==> config.mk <==
export PLATFORM = sky130hd
export DESIGN_NAME = ride_mode_ctrl_flat
export DESIGN_NICKNAME = d
export VERILOG_FILES = /design/src/rtl/ride_mode_ctrl_pkg.sv /design/src/rtl/ride_mode_ctrl_if.sv /design/src/rtl/ride_mode_ctrl_pb_debounce.sv /design/src/rtl/ride_mode_ctrl.sv /design/src/flat_wrapper.sv
export SDC_FILE = /design/constraint.sdc
export NUM_CORES = 1
export LEC_CHECK = 0
export ABC_AREA = 1
export BUFFER_PORTS_ARGS = -buffer_cell sky130_fd_sc_hd__buf_2
export CAP_MARGIN = 15
export CELL_PAD_IN_SITES_DETAIL_PLACEMENT = 1
export CELL_PAD_IN_SITES_GLOBAL_PLACEMENT = 1
export CORE_MARGIN = 2
export CORE_UTILIZATION = 44
export DETAILED_ROUTE_END_ITERATION = 8
export PLACE_DENSITY = 0.86
export RECOVER_POWER = 25
export SYNTH_ARGS = -nofsm -noshare
export SYNTH_HDL_FRONTEND = slang
export SYNTH_SLANG_ARGS = --single-unit
==> constraint.sdc <==
create_clock -name clk -period 1.85 [get_ports clk]
set_input_delay 0.2775 -clock clk [delete_from_list [all_inputs] [get_ports clk]]
set_output_delay 0.2775 -clock clk [all_outputs]
set_load 0.005 [all_outputs]
==> src/rtl/ride_mode_ctrl_pkg.sv <==
// ebike_pkg: shared types and constants for the rider-control front end.
//   press_state_t     : button press FSM states
//   BRK_ON_DEF/OFF_DEF: default brake thresholds, also used by the brushless tests
//   FAST_*            : shortened timing used when FAST_SIM is set
//   next_assist()     : assist level reached by a short press
package ebike_pkg;

    typedef enum logic [1:0] {
        IDLE      = 2'd0,
        PRESSED   = 2'd1,
        LONG_HELD = 2'd2
    } press_state_t;

    localparam logic [11:0] BRK_ON_DEF  = 12'h800;
    localparam logic [11:0] BRK_OFF_DEF = 12'h880;

    localparam int unsigned FAST_DB_CYCLES   = 16;
    localparam int unsigned FAST_LONG_CYCLES = 1024;

    // Off (0) is sticky for short presses; the top level wraps back to 1, skipping off.
    function automatic int unsigned next_assist(input int unsigned cur,
                                                input int unsigned num_modes);
        if (cur == 0) begin
            return 0;
        end else if (cur >= num_modes - 1) begin
            return 1;
        end else begin
            return cur + 1;
        end
    endfunction

endpackage

==> src/rtl/ride_mode_ctrl_if.sv <==
// ride_mode_ctrl_if: rider-control bus.
//   tgglMd    : raw mode push-button (1 = pressed)
//   brake     : 12-bit brake A2D sample, valid when brake_vld is high
//   setting   : current mode (0 = off), mode_chg pulses when it changes
//   brake_n   : filtered brake (0 = braking), assist_en gates motor assist
// master drives the button/brake inputs; slave is the controller.
interface ride_mode_ctrl_if #(
    parameter int unsigned NUM_MODES = 4
) ();
    localparam int unsigned MODE_W = $clog2(NUM_MODES);

    logic              tgglMd;
    logic [11:0]       brake;
    logic              brake_vld;
    logic [MODE_W-1:0] setting;
    logic              mode_chg;
    logic              brake_n;
    logic              assist_en;

    modport master (
        output tgglMd, brake, brake_vld,
        input  setting, mode_chg, brake_n, assist_en
    );

    modport slave (
        input  tgglMd, brake, brake_vld,
        output setting, mode_chg, brake_n, assist_en
    );
endinterface

==> src/rtl/ride_mode_ctrl_pb_debounce.sv <==
// pb_debounce: two-flop synchroniser plus debounce counter for a push-button.
//   clk, rst_n    : clock, async active-low reset
//   i_pb          : raw asynchronous button input
//   o_pb_stable   : debounced level; follows the synchronised input only after it has
//                   differed for DB_CYCLES consecutive cycles
module pb_debounce #(
    parameter int unsigned DB_CYCLES = 1_000_000
) (
    input  logic clk,
    input  logic rst_n,
    input  logic i_pb,
    output logic o_pb_stable
);
    localparam int unsigned CNT_W = $clog2(DB_CYCLES + 1);

    logic [1:0]       r_sync;
    logic             r_pb_stable;
    logic [CNT_W-1:0] r_cnt;

    always_ff @(posedge clk or negedge rst_n) begin
        if (!rst_n) begin
            r_sync      <= '0;
            r_pb_stable <= 1'b0;
            r_cnt       <= '0;
        end else begin
            r_sync <= {r_sync[0], i_pb};
            if (r_sync[1] == r_pb_stable) begin
                r_cnt <= '0;
            end else if (r_cnt == CNT_W'(DB_CYCLES - 1)) begin
                r_pb_stable <= r_sync[1];
                r_cnt       <= '0;
            end else begin
                r_cnt <= r_cnt + CNT_W'(1);
            end
        end
    end

    assign o_pb_stable = r_pb_stable;
endmodule

==> src/rtl/ride_mode_ctrl.sv <==
// ride_mode_ctrl: rider-control front end.
//   clk, rst_n : 50 MHz clock, async active-low reset
//   bus        : ride_mode_ctrl_if.slave (button, brake sample in; setting, mode_chg,
//                brake_n, assist_en out)
// Short press steps through assist levels 1..NUM_MODES-1, long press toggles off and
// back to the remembered level. Brake sample is filtered with hysteresis and a
// consecutive-sample release qualifier.
module ride_mode_ctrl
    import ebike_pkg::*;
#(
    parameter int unsigned NUM_MODES       = 4,
    parameter int unsigned DEFAULT_MODE    = 2,
    parameter int unsigned DB_CYCLES       = 1_000_000,
    parameter int unsigned LONG_CYCLES     = 50_000_000,
    parameter logic [11:0] BRK_ON          = BRK_ON_DEF,
    parameter logic [11:0] BRK_OFF         = BRK_OFF_DEF,
    parameter int unsigned BRK_REL_SAMPLES = 4,
    parameter int unsigned FAST_SIM        = 0
) (
    input logic             clk,
    input logic             rst_n,
    ride_mode_ctrl_if.slave bus
);
    localparam int unsigned MODE_W   = $clog2(NUM_MODES);
    localparam int unsigned DB_EFF   = (FAST_SIM != 0) ? FAST_DB_CYCLES : DB_CYCLES;
    localparam int unsigned LONG_EFF = (FAST_SIM != 0) ? FAST_LONG_CYCLES : LONG_CYCLES;
    localparam int unsigned HOLD_W   = $clog2(LONG_EFF + 1);
    localparam int unsigned REL_W    = $clog2(BRK_REL_SAMPLES + 1);

    localparam logic [HOLD_W-1:0] HOLD_MAX = HOLD_W'(LONG_EFF - 1);
    localparam logic [REL_W-1:0]  REL_MAX  = REL_W'(BRK_REL_SAMPLES);

    logic w_pb_stable;

    press_state_t      r_state, w_state_nxt;
    logic [HOLD_W-1:0] r_hold, w_hold_nxt;
    logic              w_short, w_long;

    logic [MODE_W-1:0] r_setting, w_setting_nxt;
    logic [MODE_W-1:0] r_last, w_last_nxt;
    logic              r_mode_chg, w_mode_chg_nxt;

    logic              r_brake_n, w_brake_n_nxt;
    logic [REL_W-1:0]  r_rel, w_rel_nxt;
    logic              r_assist_en;

    pb_debounce #(
        .DB_CYCLES (DB_EFF)
    ) u_pb_debounce (
        .clk         (clk),
        .rst_n       (rst_n),
        .i_pb        (bus.tgglMd),
        .o_pb_stable (w_pb_stable)
    );

    // Press FSM: falling edge is checked before the hold limit so a release in the
    // same cycle as the long threshold counts as a short press.
    always_comb begin
        w_state_nxt = r_state;
        w_hold_nxt  = r_hold;
        w_short     = 1'b0;
        w_long      = 1'b0;
        unique case (r_state)
            IDLE: begin
                if (w_pb_stable) begin
                    w_state_nxt = PRESSED;
                    w_hold_nxt  = '0;
                end
            end
            PRESSED: begin
                if (!w_pb_stable) begin
                    w_short     = 1'b1;
                    w_state_nxt = IDLE;
                end else if (r_hold == HOLD_MAX) begin
                    w_long      = 1'b1;
                    w_state_nxt = LONG_HELD;
                end else begin
                    w_hold_nxt = r_hold + HOLD_W'(1);
                end
            end
            LONG_HELD: begin
                if (!w_pb_stable) begin
                    w_state_nxt = IDLE;
                end
            end
            default: w_state_nxt = IDLE;
        endcase
    end

    always_comb begin
        w_setting_nxt  = r_setting;
        w_last_nxt     = r_last;
        w_mode_chg_nxt = 1'b0;
        if (w_short && (r_setting != '0)) begin
            w_setting_nxt  = MODE_W'(next_assist(int'(r_setting), NUM_MODES));
            w_mode_chg_nxt = 1'b1;
        end else if (w_long) begin
            if (r_setting != '0) begin
                w_last_nxt    = r_setting;
                w_setting_nxt = '0;
            end else begin
                w_setting_nxt = r_last;
            end
            w_mode_chg_nxt = 1'b1;
        end
    end

    // Brake filter: any in-band or low sample breaks the release run.
    always_comb begin
        w_brake_n_nxt = r_brake_n;
        w_rel_nxt     = r_rel;
        if (bus.brake_vld) begin
            if (bus.brake < BRK_ON) begin
                w_brake_n_nxt = 1'b0;
                w_rel_nxt     = '0;
            end else if (bus.brake >= BRK_OFF) begin
                if (r_rel != REL_MAX) begin
                    w_rel_nxt = r_rel + REL_W'(1);
                end
                if (w_rel_nxt == REL_MAX) begin
                    w_brake_n_nxt = 1'b1;
                end
            end else begin
                w_rel_nxt = '0;
            end
        end
    end

    always_ff @(posedge clk or negedge rst_n) begin
        if (!rst_n) begin
            r_state     <= IDLE;
            r_hold      <= '0;
            r_setting   <= MODE_W'(DEFAULT_MODE);
            r_last      <= MODE_W'(DEFAULT_MODE);
            r_mode_chg  <= 1'b0;
            r_brake_n   <= 1'b0;
            r_rel       <= '0;
            r_assist_en <= 1'b0;
        end else begin
            r_state     <= w_state_nxt;
            r_hold      <= w_hold_nxt;
            r_setting   <= w_setting_nxt;
            r_last      <= w_last_nxt;
            r_mode_chg  <= w_mode_chg_nxt;
            r_brake_n   <= w_brake_n_nxt;
            r_rel       <= w_rel_nxt;
            r_assist_en <= r_brake_n && (r_setting != '0);
        end
    end

    assign bus.setting   = r_setting;
    assign bus.mode_chg  = r_mode_chg;
    assign bus.brake_n   = r_brake_n;
    assign bus.assist_en = r_assist_en;
endmodule

==> src/flat_wrapper.sv <==
// flat-port wrapper written by rule: the top's interface ports become plain ports
module ride_mode_ctrl_flat import ebike_pkg::*;
#(
    parameter int unsigned NUM_MODES       = 4,
    parameter int unsigned DEFAULT_MODE    = 2,
    parameter int unsigned DB_CYCLES       = 1_000_000,
    parameter int unsigned LONG_CYCLES     = 50_000_000,
    parameter logic [11:0] BRK_ON          = BRK_ON_DEF,
    parameter logic [11:0] BRK_OFF         = BRK_OFF_DEF,
    parameter int unsigned BRK_REL_SAMPLES = 4,
    parameter int unsigned FAST_SIM        = 0
)
  (clk, rst_n, bus_tgglMd, bus_brake, bus_brake_vld, bus_setting, bus_mode_chg, bus_brake_n, bus_assist_en);
  ride_mode_ctrl_if #(.NUM_MODES(NUM_MODES)) bus_i ();
  input logic clk;
  input logic rst_n;
  input wire logic [$bits(bus_i.tgglMd)-1:0] bus_tgglMd;
  input wire logic [$bits(bus_i.brake)-1:0] bus_brake;
  input wire logic [$bits(bus_i.brake_vld)-1:0] bus_brake_vld;
  output wire logic [$bits(bus_i.setting)-1:0] bus_setting;
  output wire logic [$bits(bus_i.mode_chg)-1:0] bus_mode_chg;
  output wire logic [$bits(bus_i.brake_n)-1:0] bus_brake_n;
  output wire logic [$bits(bus_i.assist_en)-1:0] bus_assist_en;
  assign bus_i.tgglMd = bus_tgglMd;
  assign bus_i.brake = bus_brake;
  assign bus_i.brake_vld = bus_brake_vld;
  assign bus_setting = bus_i.setting;
  assign bus_mode_chg = bus_i.mode_chg;
  assign bus_brake_n = bus_i.brake_n;
  assign bus_assist_en = bus_i.assist_en;
  ride_mode_ctrl #(.NUM_MODES(NUM_MODES), .DEFAULT_MODE(DEFAULT_MODE), .DB_CYCLES(DB_CYCLES), .LONG_CYCLES(LONG_CYCLES), .BRK_ON(BRK_ON), .BRK_OFF(BRK_OFF), .BRK_REL_SAMPLES(BRK_REL_SAMPLES), .FAST_SIM(FAST_SIM)) u_core (.clk(clk), .rst_n(rst_n), .bus(bus_i));
endmodule
Word level (Yosys, flattened, before mapping)
Cells that the tools add are included.
{"block": "totals", "regBits": 61, "input_bits": 16, "output_inout_bits": 5, "wordCells": 78}
{"block": "op_classes", "addsub": 4, "order_cmp": 3, "n_eq_ne": 12, "n_mux": 32, "n_bitwise": 2, "reduce_logical": 14}
{"op": "26-bit 2-to-1 mux", "count": 3}
{"op": "26-bit case mux with 2 select lines", "count": 1}
{"op": "20-bit 2-to-1 mux", "count": 2}
{"op": "26-bit by 1-bit adder with 26-bit output (second input constant)", "count": 1}
{"op": "26-bit equality test (second input constant)", "count": 1}
{"op": "20-bit by 1-bit adder with 20-bit output (second input constant)", "count": 1}
{"op": "20-bit equality test (second input constant)", "count": 1}
{"op": "2-bit 2-to-1 mux", "count": 9}
{"op": "3-bit 2-to-1 mux", "count": 6}
{"op": "12-bit >= comparator (second input constant)", "count": 1}
{"op": "12-bit < comparator (second input constant)", "count": 1}
{"op": "1-bit 2-to-1 mux", "count": 10}
{"op": "2-bit nonzero test", "count": 5}
{"op": "3-bit AND reduction", "count": 3}
{"op": "2-bit != test (second input constant)", "count": 4}
{"op": "2-bit case mux with 3 select lines", "count": 1}
{"op": "2-bit zero test", "count": 2}
{"op": "4-bit AND reduction", "count": 1}
{"op": "3-bit by 1-bit adder with 3-bit output (second input constant)", "count": 1}
{"op": "3-bit equality test (second input constant)", "count": 1}
{"op": "3-bit by 2-bit != test with 1-bit output (second input constant)", "count": 1}
{"op": "3-bit != test (second input constant)", "count": 1}
{"op": "2-bit by 1-bit adder with 2-bit output (second input constant)", "count": 1}
{"op": "2-bit by 1-bit equality test with 1-bit output (second input constant)", "count": 1}
{"op": "6 further kinds", "count": 8}

Depth between registers and ports, before layout
{"block": "depth", "depth_word": 9, "depth_mapped": 10, "ltp_nobuf": 10}

Modules after synthesis
Synthesis repeated with hierarchy kept, for this count alone.
{"block": "hier_totals", "hier_cells": 527, "area_unflattened_um2": 3804.9}
{"module": "ride_mode_ctrl", "instances": 1, "cells_each": 366, "area_each_um2": 2469.9}
{"module": "pb_debounce", "instances": 1, "cells_each": 161, "area_each_um2": 1335.0}

Least setup slack after synthesis
OpenSTA, ideal clock, no wires.
{"block": "synth_timing", "path_kind": "register to register", "from": "reg u_core.r_hold[0]", "to": "reg u_core.r_hold[8]", "setup_ns": 0.126, "t_arrival_ns": 1.386, "t_required_ns": 1.724, "slack_ns": 0.338, "path_stages_with_launch": 10, "synth_period_minus_slack_ns": 1.512, "cell_sequence": "dfrtp_1 -> ha_1 -> nand2_2 -> nor2_8 -> nand2_2 -> nor2_4 -> nand2_2 -> nand2_4 -> buf_6 -> o21ai_0"}
{"block": "synth_via", "elab_chain_cells": 4, "elab_cells_between_ends": 7}
{"item": "from (decl)", "line_no": "ride_mode_ctrl.sv:36", "source": "logic [HOLD_W-1:0] r_hold, w_hold_nxt;"}
{"item": "from (signal assigned)", "line_no": "ride_mode_ctrl.sv:141", "source": "r_hold <= w_hold_nxt;"}
{"item": "26-bit by 1-bit adder with 26-bit output", "line_no": "ride_mode_ctrl.sv:78", "source": "w_hold_nxt = r_hold + HOLD_W'(1);"}
{"item": "26-bit 2-to-1 mux", "line_no": "ride_mode_ctrl.sv:74", "source": "end else if (r_hold == HOLD_MAX) begin"}
{"item": "26-bit 2-to-1 mux", "line_no": "ride_mode_ctrl.sv:71", "source": "if (!w_pb_stable) begin"}
{"item": "26-bit case mux with 2 select lines", "line_no": "ride_mode_ctrl.sv:63", "source": "unique case (r_state)"}
Parallel ways exist; a longest one is shown, timed or not. The select of a mux whose other input is x is not followed.
A chain may end at the register's enable or synchronous reset.

Worst setup path in the final report
{"block": "layout_timing", "from": "reg u_core.r_hold[1]", "to": "reg u_core.r_hold[10]"}
Same word-level chain as after synthesis.

==> impl_metrics.json <==
{
  "multiInputGateArea_um2": 1980,
  "power_density_nw_per_um2": 681,
  "antenna_found_initial": 0,
  "vias_per_cell": 5.16,
  "synth.avg_cell_area_um2": 6.84,
  "status": "finished clean",
  "die-area_um2": 9250,
  "crit_family": "simple AND/OR/NAND/NOR gates",
  "cap_violations": 0,
  "n_fill_cell": 1085,
  "gr-usage-met1": 0.276,
  "clk_path_buf_depth": 2,
  "antenna_left": 0,
  "drv_slew": 0,
  "place.gp.congestion": 0.827,
  "ys_types": 28,
  "rr_worst_depth": 10,
  "rows": 33,
  "hold_depth": 1,
  "crit_fanout": 25,
  "ir_worst_vdd_mv": 0.335,
  "vias": 3537,
  "final.period_utilization": 0.916,
  "grt_pass1_vias": 3788,
  "initial_core_util": 0.455,
  "final_layout_size_suffix_gt1_frac": 0.105,
  "gr-total-overflow": 0,
  "detail_route.first_pass.iterations": 4,
  "syn_area_um2": 3740,
  "layout.nets": 598,
  "pin_count": 21,
  "worstPathArrival_ns": 1.96,
  "numPortBuffers": 13,
  "finalClockSkew_ns": 0.0116,
  "antenna_cells": 0,
  "p_leak_nw": 2.03,
  "syn_inst": 547,
  "yosysWarnings": 0,
  "initialDrtViolationCount": 114,
  "dp_hpwl_um": 7410,
  "min_period_ns": 1.69,
  "max_slew_margin": 0.419,
  "stdcell_count": 686,
  "grt_pass1_wl_um": 17400,
  "core_um2": 8220,
  "end_kind": "flip-flop",
  "die_w_um": 96.2,
  "finalSetupViolCount": 0,
  "drt_wl_total_um": 10200,
  "worstPathRequired_ns": 2.11,
  "synth_fp_nets": 569,
  "cts_buffers": 9,
  "use_met3": 0.0384,
  "fin_setup_tns_ns": 0,
  "crit_type": "flip-flop to flip-flop",
  "worst_pin_slew_ns": 0.872,
  "path_cells": "ha_2 -> nand2_2 -> nor2_8 -> nand2_2 -> nor2_4 -> nand2_2 -> nand2_4 -> buf_12 -> nand2_1 -> o21ai_0",
  "rsz0062_at_grt": "false",
  "drcViolationCount": 0,
  "max_freq_mhz": 590,
  "cp_num_cells": 10,
  "slowest_delay_ns": 0.40,
  "cts.sinks": 61,
  "insertion_delay_ns": 0.36,
  "synth.ff_latch_count": 61,
  "cts_tree": "yes",
  "grt_start_max_net_pins": 62,
  "htreeDepth": 3,
  "busiest_layer": "met2",
  "yosysSeqAreaShare": 0.409,
  "wl_per_cell_um": 14.9,
  "use_met2": 0.462,
  "finalHoldViolations": 0,
  "slowest_stage": "dfrtp_1",
  "path_buf_inv": 1,
  "syn_to_final_growth_pct": 13.1,
  "track_usage": 0.246,
  "cts_root_buffer": "clkbuf_8",
  "die_y_um": 96.2,
  "crit_top_cell": "nand2_2",
  "post_cts_buffers": 0,
  "hold_path.class": "input pin to flip-flop",
  "total_power_mw": 2.88,
  "register_area_um2": 1530,
  "critPathLaunchType": "flip-flop",
  "dp.cells": 669,
  "cts.reportedPaths.clkPinSlew_ns": 0.07
}
## power by group
part           switching, mW  internal [mW]
combinational         0.0867         0.0396
clock                  0.592          0.797
sequential            0.0145           1.35
total                  0.693           2.19
## routing by layer
metal	up-vias	wire length (um)
met4	0	202
li1	1757	-
met5	-	0
met1	1734	4400
met2	28	5450
met3	18	174
## flip-flops by register name, indices dropped and copies added (netlist names)
name                              cells
u_core.u_pb_debounce.r_sync           2
u_core.r_state                        2
u_core.r_hold                        26
u_core.bus.setting                    2
u_core.u_pb_debounce.o_pb_stable      1
u_core.r_rel                          3
u_core.bus.mode_chg                   1
u_core.r_last                         2
u_core.bus.assist_en                  1
u_core.bus.brake_n                    1
u_core.u_pb_debounce.r_cnt           20
## cell usage in the layout (no fill, tap or decap), drive strengths merged
| cell type | instances |
|---|---|
| and2 | 1 |
| clkinv | 2 |
| dfrtp | 59 |
| clkbuf | 13 |
| inv | 61 |
| a21oi | 3 |
| o21ai | 14 |
| nand2 | 203 |
| nand3 | 40 |
| nor3b | 1 |
| dlygate4sd3 | 1 |
| nor3 | 6 |
| o22ai | 3 |
| nand4 | 13 |
| nand3b | 4 |
| xor2 | 12 |
| bufinv | 2 |
| or2 | 3 |
| xnor2 | 7 |
| nor2 | 105 |
| ha | 6 |
| buf | 20 |
| dfstp | 2 |
## through the flow
stage	area [um^2]	hold slack, ns	setup slack (ns)	util
floorplan	3740	-0.0181	0.338	-
global placement	3980	0.318	0.0986	0.485
detailed placement	3980	0.317	0.0139	0.485
CTS	4220	0.0171	0.0394	0.513
global route	4230	0.0180	0.0206	0.515
finish	4230	0.0212	0.156	0.515
## area by class of cell
| class | count | share of cell area |
|---|---|---|
| multi-input cells | 421 | 0.467 |
| flip-flops and latches | 61 | 0.361 |
| inverters | 61 | 0.0541 |
| clock buffers | 12 | 0.0343 |
| well taps | 105 | 0.0310 |
| repair buffers | 22 | 0.0349 |
| clock inverters | 4 | 0.0174 |
## synthesized netlist by cell type
library cell    n  share of area
a21oi_1         2         0.0027
a21oi_2         1         0.0023
and2_1          1         0.0017
buf_2           1         0.0013
buf_6           3         0.0090
dfrtp_1        59           0.39
dfstp_2         2          0.014
ha_1            6          0.020
inv_1          60          0.060
inv_2           1         0.0010
nand2_1       199           0.20
nand2_2         3         0.0050
nand2_4         1         0.0030
nand3_1        40          0.054
nand3b_1        4         0.0080
nand4_1        13          0.022
nor2_1         95          0.095
nor2_2          7          0.012
nor2_4          2         0.0060
nor2_8          1         0.0054
nor3_1          6         0.0080
nor3b_1         1         0.0020
o21ai_0         9          0.012
o21ai_1         5         0.0067
o22ai_1         3         0.0050
or2_2           3         0.0050
xnor2_1         7          0.016
xor2_1         12          0.028
## logic make-up (layout without fill, tap and decap cells)
family	after synthesis	in the layout	synth area share
fa+ha+maj	6	6	0.0201
simple gates	376	376	0.426
buf+inv	65	99	0.0716
compound gates	20	20	0.0288
flops	61	61	0.409
xor+xnor	19	19	0.0445
## path summary, 6_finish.rpt
kind | to | start | slack [ns]
setup / recovery | u_core.r_hold[10] | u_core.r_hold[1] | 0.16
hold / removal | u_core.u_pb_debounce.r_sync[0] | bus_tgglMd | 0.02
setup reg to reg | u_core.r_hold[10] | u_core.r_hold[1] | 0.16
hold reg to reg | u_core.u_pb_debounce.r_sync[1] | u_core.u_pb_debounce.r_sync[0] | 0.36
max in group asynchronous | u_core.u_pb_debounce.r_cnt[8] | rst_n | 0.61
min in group asynchronous | u_core.r_hold[9] | rst_n | 0.68
## timing repair
item	in CTS	in global routing
endpoints found under the setup margin	6	15
hold buffers	1	0
resized for setup	1	7
hold endpoints to repair	59	0
No activity file was read; power rests on OpenSTA's default activity.
